$ cat src/rtl/cache_ctrl_pkg.sv
// cache_ctrl_pkg: shared state encoding and beat-index width helper for the cache controller
package cache_ctrl_pkg;

    typedef enum logic [2:0] {
        IDLE,
        LOOKUP,
        WRITE,
        WRITEBACK,
        REFILL,
        UPDATE,
        WTHRU,
        RESPOND
    } state_t;

    function automatic int beat_w(input int n);
        return (n > 1) ? $clog2(n) : 1;
    endfunction

endpackage

$ cat src/rtl/cache_evt_counter.sv
// cache_evt_counter: saturating event counter with synchronous clear (clear beats increment)
module cache_evt_counter #(
    parameter int W = 16
) (
    input  logic         i_clk,
    input  logic         i_rst,
    input  logic         i_clr,
    input  logic         i_inc,
    output logic [W-1:0] o_cnt
);

    // count up to all-ones and hold there; reset or clear returns to zero
    always_ff @(posedge i_clk) begin
        if (i_rst || i_clr)
            o_cnt <= '0;
        else if (i_inc && !(&o_cnt))
            o_cnt <= o_cnt + 1'b1;
    end

endmodule

$ cat src/rtl/cache_ctrl_fsm.sv
// cache_ctrl_fsm: cache access controller; write-back/write-allocate when CACHE_CTRL_WRITE_BACK_EN is defined, write-through/no-allocate otherwise
module cache_ctrl_fsm
    import cache_ctrl_pkg::*;
#(
    parameter  int LINE_WORDS = 4,
    parameter  int CNT_W      = 16,
    localparam int BW         = beat_w(LINE_WORDS)
) (
    input  logic             i_clk,
    input  logic             i_rst,
    input  logic             i_req,
    input  logic             i_wr,
    input  logic             i_hit,
    input  logic             i_dirty,
    input  logic             i_mem_ack,
    input  logic             i_clr_cnt,
    output logic             o_busy,
    output logic             o_done,
    output logic             o_data_we,
    output logic             o_tag_we,
    output logic             o_set_dirty,
    output logic             o_mem_req,
    output logic             o_mem_wr,
    output logic [BW-1:0]    o_beat,
    output logic [CNT_W-1:0] o_hit_cnt,
    output logic [CNT_W-1:0] o_miss_cnt
);

`ifdef CACHE_CTRL_WRITE_BACK_EN
    localparam bit WB = 1'b1;
`else
    localparam bit WB = 1'b0;
`endif

    state_t        state, nxt;
    logic [BW-1:0] nbeat;
    logic          wr_q, retry, data_we_q, last, hit_inc, miss_inc;

    assign last      = o_beat == BW'(LINE_WORDS - 1);
    assign hit_inc   = state == LOOKUP && !retry && i_hit;
    assign miss_inc  = state == LOOKUP && !retry && !i_hit;
    assign o_data_we = data_we_q | (state == REFILL && i_mem_ack && !i_rst);

    // next-state and burst-index logic; bursts advance only on an accepted beat
    always_comb begin
        nxt   = state;
        nbeat = o_beat;
        case (state)
            IDLE:      nxt = i_req ? LOOKUP : IDLE;
            LOOKUP:    nxt = i_hit ? (wr_q ? WRITE : RESPOND)
                                   : (WB && i_dirty) ? WRITEBACK : (!WB && wr_q) ? WTHRU : REFILL;
            WRITE:     nxt = WB ? RESPOND : WTHRU;
            WRITEBACK: if (i_mem_ack) begin
                nbeat = last ? '0 : o_beat + 1'b1;
                nxt   = last ? REFILL : WRITEBACK;
            end
            REFILL:    if (i_mem_ack) begin
                nbeat = last ? '0 : o_beat + 1'b1;
                nxt   = last ? UPDATE : REFILL;
            end
            UPDATE:    nxt = LOOKUP;
            WTHRU:     nxt = i_mem_ack ? RESPOND : WTHRU;
            RESPOND:   nxt = IDLE;
            default:   nxt = IDLE;
        endcase
    end

    // state register with Moore outputs registered from the next state
    always_ff @(posedge i_clk) begin
        if (i_rst) begin
            state       <= IDLE;
            o_beat      <= '0;
            wr_q        <= 1'b0;
            retry       <= 1'b0;
            o_busy      <= 1'b0;
            o_done      <= 1'b0;
            data_we_q   <= 1'b0;
            o_tag_we    <= 1'b0;
            o_set_dirty <= 1'b0;
            o_mem_req   <= 1'b0;
            o_mem_wr    <= 1'b0;
        end else begin
            state       <= nxt;
            o_beat      <= nbeat;
            wr_q        <= (state == IDLE && i_req) ? i_wr : wr_q;
            retry       <= (state == UPDATE) ? 1'b1 : (state == IDLE) ? 1'b0 : retry;
            o_busy      <= nxt != IDLE;
            o_done      <= nxt == RESPOND;
            data_we_q   <= nxt == WRITE;
            o_tag_we    <= nxt == UPDATE;
            o_set_dirty <= WB && nxt == WRITE;
            o_mem_req   <= nxt inside {WRITEBACK, REFILL, WTHRU};
            o_mem_wr    <= nxt inside {WRITEBACK, WTHRU};
        end
    end

    cache_evt_counter #(.W(CNT_W)) u_hit_cnt (
        .i_clk (i_clk),
        .i_rst (i_rst),
        .i_clr (i_clr_cnt),
        .i_inc (hit_inc),
        .o_cnt (o_hit_cnt)
    );

    cache_evt_counter #(.W(CNT_W)) u_miss_cnt (
        .i_clk (i_clk),
        .i_rst (i_rst),
        .i_clr (i_clr_cnt),
        .i_inc (miss_inc),
        .o_cnt (o_miss_cnt)
    );

endmodule

$ cat config.mk
export PLATFORM = sky130hd
export DESIGN_NAME = cache_ctrl_fsm
export DESIGN_NICKNAME = d
export VERILOG_FILES = /design/src/rtl/cache_ctrl_pkg.sv /design/src/rtl/cache_evt_counter.sv /design/src/rtl/cache_ctrl_fsm.sv
export SDC_FILE = /design/constraint.sdc
export NUM_CORES = 1
export LEC_CHECK = 0
export BUFFER_PORTS_ARGS = -buffer_cell sky130_fd_sc_hd__buf_2
export CORE_AREA = 4 4 59 115
export DETAILED_ROUTE_END_ITERATION = 7
export DIE_AREA = 0 0 63 119
export PLACE_DENSITY_LB_ADDON = 0.1
export REMOVE_ABC_BUFFERS = 1
export SETUP_SLACK_MARGIN = 0.05
export SLEW_MARGIN = 20
export SYNTH_ARGS = -nofsm -noshare
export SYNTH_HDL_FRONTEND = slang
export SYNTH_HIERARCHICAL = 1
export SYNTH_SLANG_ARGS = --single-unit
$ cat constraint.sdc
create_clock -name i_clk -period 3.9 [get_ports i_clk]
set_input_delay 0.78 -clock i_clk [delete_from_list [all_inputs] [get_ports i_clk]]
set_output_delay 0.78 -clock i_clk [all_outputs]
set_load 0.05 [all_outputs]
Word-level counts from Yosys, hierarchy flattened
Index checks and enable logic that the tools add are counted.
{"block": "totals", "regBits": 45, "latch_bits": 0, "mem_bits_rw": 0, "romBits": 0, "input_bits": 8, "output_inout_bits": 41, "wordCells": 66, "n_memories": 0}
{"block": "classes", "n_addsub": 3, "multipliers": 0, "div": 0, "order_cmp": 0, "n_eq_ne": 14, "shifts": 0, "n_mux": 13, "bitwise": 1, "reduce_logical": 23}
{"op": "adder 16 x 1 -> 16 bit, second input constant", "n": 2}
{"op": "AND reduction 16 bit", "n": 2}
{"op": "== test 3 bit, second input constant", "n": 8}
{"op": "one-hot mux 3 bit (8 select lines)", "n": 1}
{"op": "two-way mux 3 bit", "n": 5}
{"op": "== test 3 x 2 -> 1 bit, second input constant", "n": 4}
{"op": "logical AND 1 bit", "n": 8}
{"op": "nonzero test 3 bit", "n": 2}
{"op": "logical NOT 1 bit", "n": 5}
{"op": "two-way mux 1 bit", "n": 5}
{"op": "two-way mux 2 bit", "n": 2}
{"op": "nonzero test 2 bit", "n": 2}
{"op": "== test 3 x 1 -> 1 bit, second input constant", "n": 1}
{"op": "logical NOT 3 bit", "n": 1}
{"op": "adder 2 x 1 -> 2 bit, second input constant", "n": 1}
{"op": "== test 2 bit, second input constant", "n": 1}
{"op": "AND reduction 2 bit", "n": 1}
{"op": "OR reduction 2 bit", "n": 1}
{"op": "logical OR 1 bit", "n": 1}
{"op": "bitwise OR 1 bit", "n": 1}

Longest topological paths before layout
{"block": "depth", "ltp_word": 6, "mapped_depth": 7, "ltp_nobuf": 6}

By module
Netlist, hierarchy kept.
{"mod": "cache_evt_counter", "instances": 2, "cells_each": 92, "area_per_inst_um2": 814.5, "seq_area_each_um2": 320.3}
{"mod": "cache_ctrl_fsm", "instances": 1, "cells_each": 73, "area_per_inst_um2": 684.4, "seq_area_each_um2": 260.2}

Worst setup path before layout
No wires, ideal clock.
{"block": "synth_timing", "path_type": "in2out", "startpoint": "input i_rst", "endpoint": "output o_data_we", "arrival_time_ps": 1448, "t_required_ps": 3120, "setup_slack_ps": 1672, "cell_stages": 3, "path_buffers": 1, "cell_sequence": "clkbuf_1 inv_1 a31o_2"}
{"block": "synth_via", "elab_chain_len": 3}
{"element": "start: declaration", "line": "cache_ctrl_fsm.sv:10", "source": "input logic i_rst,"}
{"element": "logical NOT 1 bit", "line": "cache_ctrl_fsm.sv:42", "source": "assign o_data_we = data_we_q | (state == REFILL && i_mem_ack && !i_rst);"}
{"element": "logical AND 1 bit", "line": "cache_ctrl_fsm.sv:42"}
{"element": "bitwise OR 1 bit", "line": "cache_ctrl_fsm.sv:42"}
{"element": "end: declaration", "line": "cache_ctrl_fsm.sv:19", "source": "output logic o_data_we,"}
No other way between the ends.

Final worst setup path
Ends and elaborated chain as after synthesis.

==> reports/results.tsv <==
stage	metric	value	unit
clock_tree	postcts setup bufs	0	
timing	Tcrit/Tclk final	60.2	%
worst_hold_path	hold_sp	u_hit_cnt/o_cnt[1]$_SDFFE_PP0P_	
clock_tree	Worst-path clk slew	60	ps
timing	fin. max-slew vios	0	
timing	final setup fails	0	
layout	number of fill cells	620	
timing	Least-Margin Pin Slew	611	ps
clock_tree	CTS tree	yes	
global_routing	global-route wire length before repair	9.72	mm
pwr	Power Density	503	nW/um2
logic_synthesis	asr flop ratio synth	0	%
status	outcome	finished clean	
clock_tree	CTS sink cnt	45	
pwr	VDD IR-drop max	0.000395	V
timing	Hold Vio Cnt, Final	0	
die	chip height	119	um
clock_tree	Root Buffer	clkbuf_16	
logic_synthesis	sequential fraction of the synthesis area	38.9	%
placement	DP HPWL	4.30	mm
route	Vias	2176	
critical_path	Crit Path Class	input port to output port	
critical_path	startpoint types	input port	
clock_tree	cts hold-fix bufs	0	
logic_synthesis	synthesized instance count	257	
critical_path	reg2reg start	state[1]$_SDFF_PP0_	
critical_path	max incr delay on CP	280	ps
timing	TNS Setup	0	ps
run	# Max-Cap Violations	0	
critical_path	Critical Path Start	i_rst	
critical_path	Worst Path Required	3120	ps
clock_tree	CTS Buf Count	5	
timing	Max Clk Rate	0.426	GHz
logic_synthesis	Avg Cell Area, Syn	9.00	um2
global_routing	vias in the first global route	2110	
timing	final hold slack	499	ps
route	post-route DRC violation count	0	
logic_synthesis	post-synth cell types	53	
route	routed wire length per instance	15.6	um
layout	final core utilization	45.6	%
pwr	P_leak	1.07	nW
worst_hold_path	Hold WC Path Type	register to register	
logic_synthesis	Post-Syn Area	2310	um2
route	drt pass-1 iters	4	
clock_tree	maximum buffer depth of the clock tree	2	
placement	DP Area	2580	um2
layout	Layout area overhead	17.3	%
layout	share of cells above drive strength 1	25.0	%
placement	RD Place Congestion	0.767	
layout	diode count	0	
die	die area	7500	um2
critical_path	CP max-delay cell	buf_2	
placement	port bufs	46	
critical_path	CP endpoint kind	output port	
timing	worst rel slew slack	59.1	%
critical_path	worst-path cell chain	buf_2, inv_1, a31o_2, buf_2	
global_routing	gr usage total	16.2	%
die	Die Width	63	um
logic_synthesis	Synth area leaders	dfxtp_1, a21oi_1, and4_1	
die	Core ar.	5960	um2
layout	# nets final	314	
logic_synthesis	leading area contributor after synthesis	dfxtp_1	
die	Starting Density	38.8	%
critical_path	Max FO, Critical Path	17	
route	Vias/cell	5.93	
timing	minimum clock period	2350	ps
logic_synthesis	flops & latches, synth	45	
logic_synthesis	dominant synthesized flop cell	dfxtp_1	
route	DR iter-0 viols	110	
clock_tree	PostCTS Resize Cnt	0	
critical_path	WP data arrival	1570	ps
timing	RSZ-0062 raised after global routing	false	
logic_synthesis	Post-synth EDFFs	0	
global_routing	total grt overflow	0	
die	num ports	49	
route	Final ANT Viol Nets	0	
global_routing	largest net degree at the start of global routing	18	
logic_synthesis	Synth top area share	38.9	%
route	final wirelength	5.71	mm
global_routing	initial antenna violation count	0	
timing	skew final	4.65	ps
clock_tree	clk_lat worst skew	290	ps
clock_tree	H-Tree Depth	2	
critical_path	CP most frequent cell	buf_2	
logic_synthesis	Warnings, synthesis	6	
die	Row Count	40	
layout	post-route design area	2710	um2
## final cells by class
type                       instances  area, um2  area share, %
multi-input combinational        196       1330           49.1
sequential                        45        901           33.2
timing repair buffer              46        230           8.48
clock buffer                       8        136           5.03
tap                               63       78.8           2.90
inverter                           9       33.8           1.24
## per-stage QoR
step	setup WS (ps)	std cells	power (W)
floorplan	1710	250	0.000881
global placement	1380	359	0.000971
detailed placement	1350	359	0.000973
CTS	1530	367	0.00139
global route	1320	367	0.00145
finish	1550	367	0.00137
## state kept, by name (all words and copies together) (netlist names)
register and count:
data_we_q 1, o_beat 2, o_busy 1, o_done 1, o_mem_req 1, o_mem_wr 1, o_tag_we 1, retry 1
state 3, u_hit_cnt/o_cnt 16, u_miss_cnt/o_cnt 16, wr_q 1
## cells in the final DEF (no fill, tap or decap), types with 10 or more instances in the layout
master and count:
a21oi_1 18, buf_2 46, dfxtp_1 45, nand2_1 18, nand3_1 12, nand4_1 10
nor2_1 15, o21ai_0 13
## power by group
part           internal, W  switching (W)  leakage [nW]  total [W]
clock             0.000238       0.000169        0.0652   0.000408
combinational     0.000143       0.000257         0.637   0.000400
sequential        0.000505      0.0000530         0.364   0.000558
## cells by family (layout without fill, tap and decap cells)
family	count (synthesis)	count (layout)	share of synthesized area, %
multiplexers	2	2	0.865
other	1	1	0.162
buffers and inverters	16	63	3.41
XOR/XNOR	2	2	0.757
AO/OA/AOI/OAI	79	79	25.7
adder cells (fa/ha/maj)	3	3	1.62
AND/OR/NAND/NOR	109	109	28.5
flip-flops	45	45	38.9
## Yosys cell counts (3+ instances only)
cell,count
nand4_1,10
nand2_1,18
or3_1,5
o21ai_0,13
or2_2,4
and4_1,8
nor2_1,15
o41ai_1,8
inv_1,8
o31ai_1,8
dfxtp_1,45
and2_1,4
a31oi_1,5
or4_1,8
clkbuf_1,3
ha_1,3
a21oi_1,18
o311ai_0,8
nand3_1,12
nor3_1,6
and3_1,4
buf_4,3
## worst max-delay path: cells and delay by family
kind            cells  cell delay [ps]
buf+inv             3              550
compound gates      1              230
## worst paths after layout
path,to,slack [ps],depth (start not counted)
worst max-delay path,o_data_we,1550,4
worst min-delay path,u_hit_cnt/o_cnt[1]$_SDFFE_PP0P_,500,2
worst max register to register,u_miss_cnt/o_cnt[15]$_SDFFE_PP0P_,1610,6
worst min register to register,u_hit_cnt/o_cnt[1]$_SDFFE_PP0P_,500,2
## routing by layer
metal  track usage [%]  wire [um]  part of all wire, %
met2              30.0       3060                   54
met1              16.3       2320                   41
met3              3.96        225                  3.9
met5                 0          0                    0
met4              8.30        108                  1.9
No activity file was read; power rests on OpenSTA's default activity.
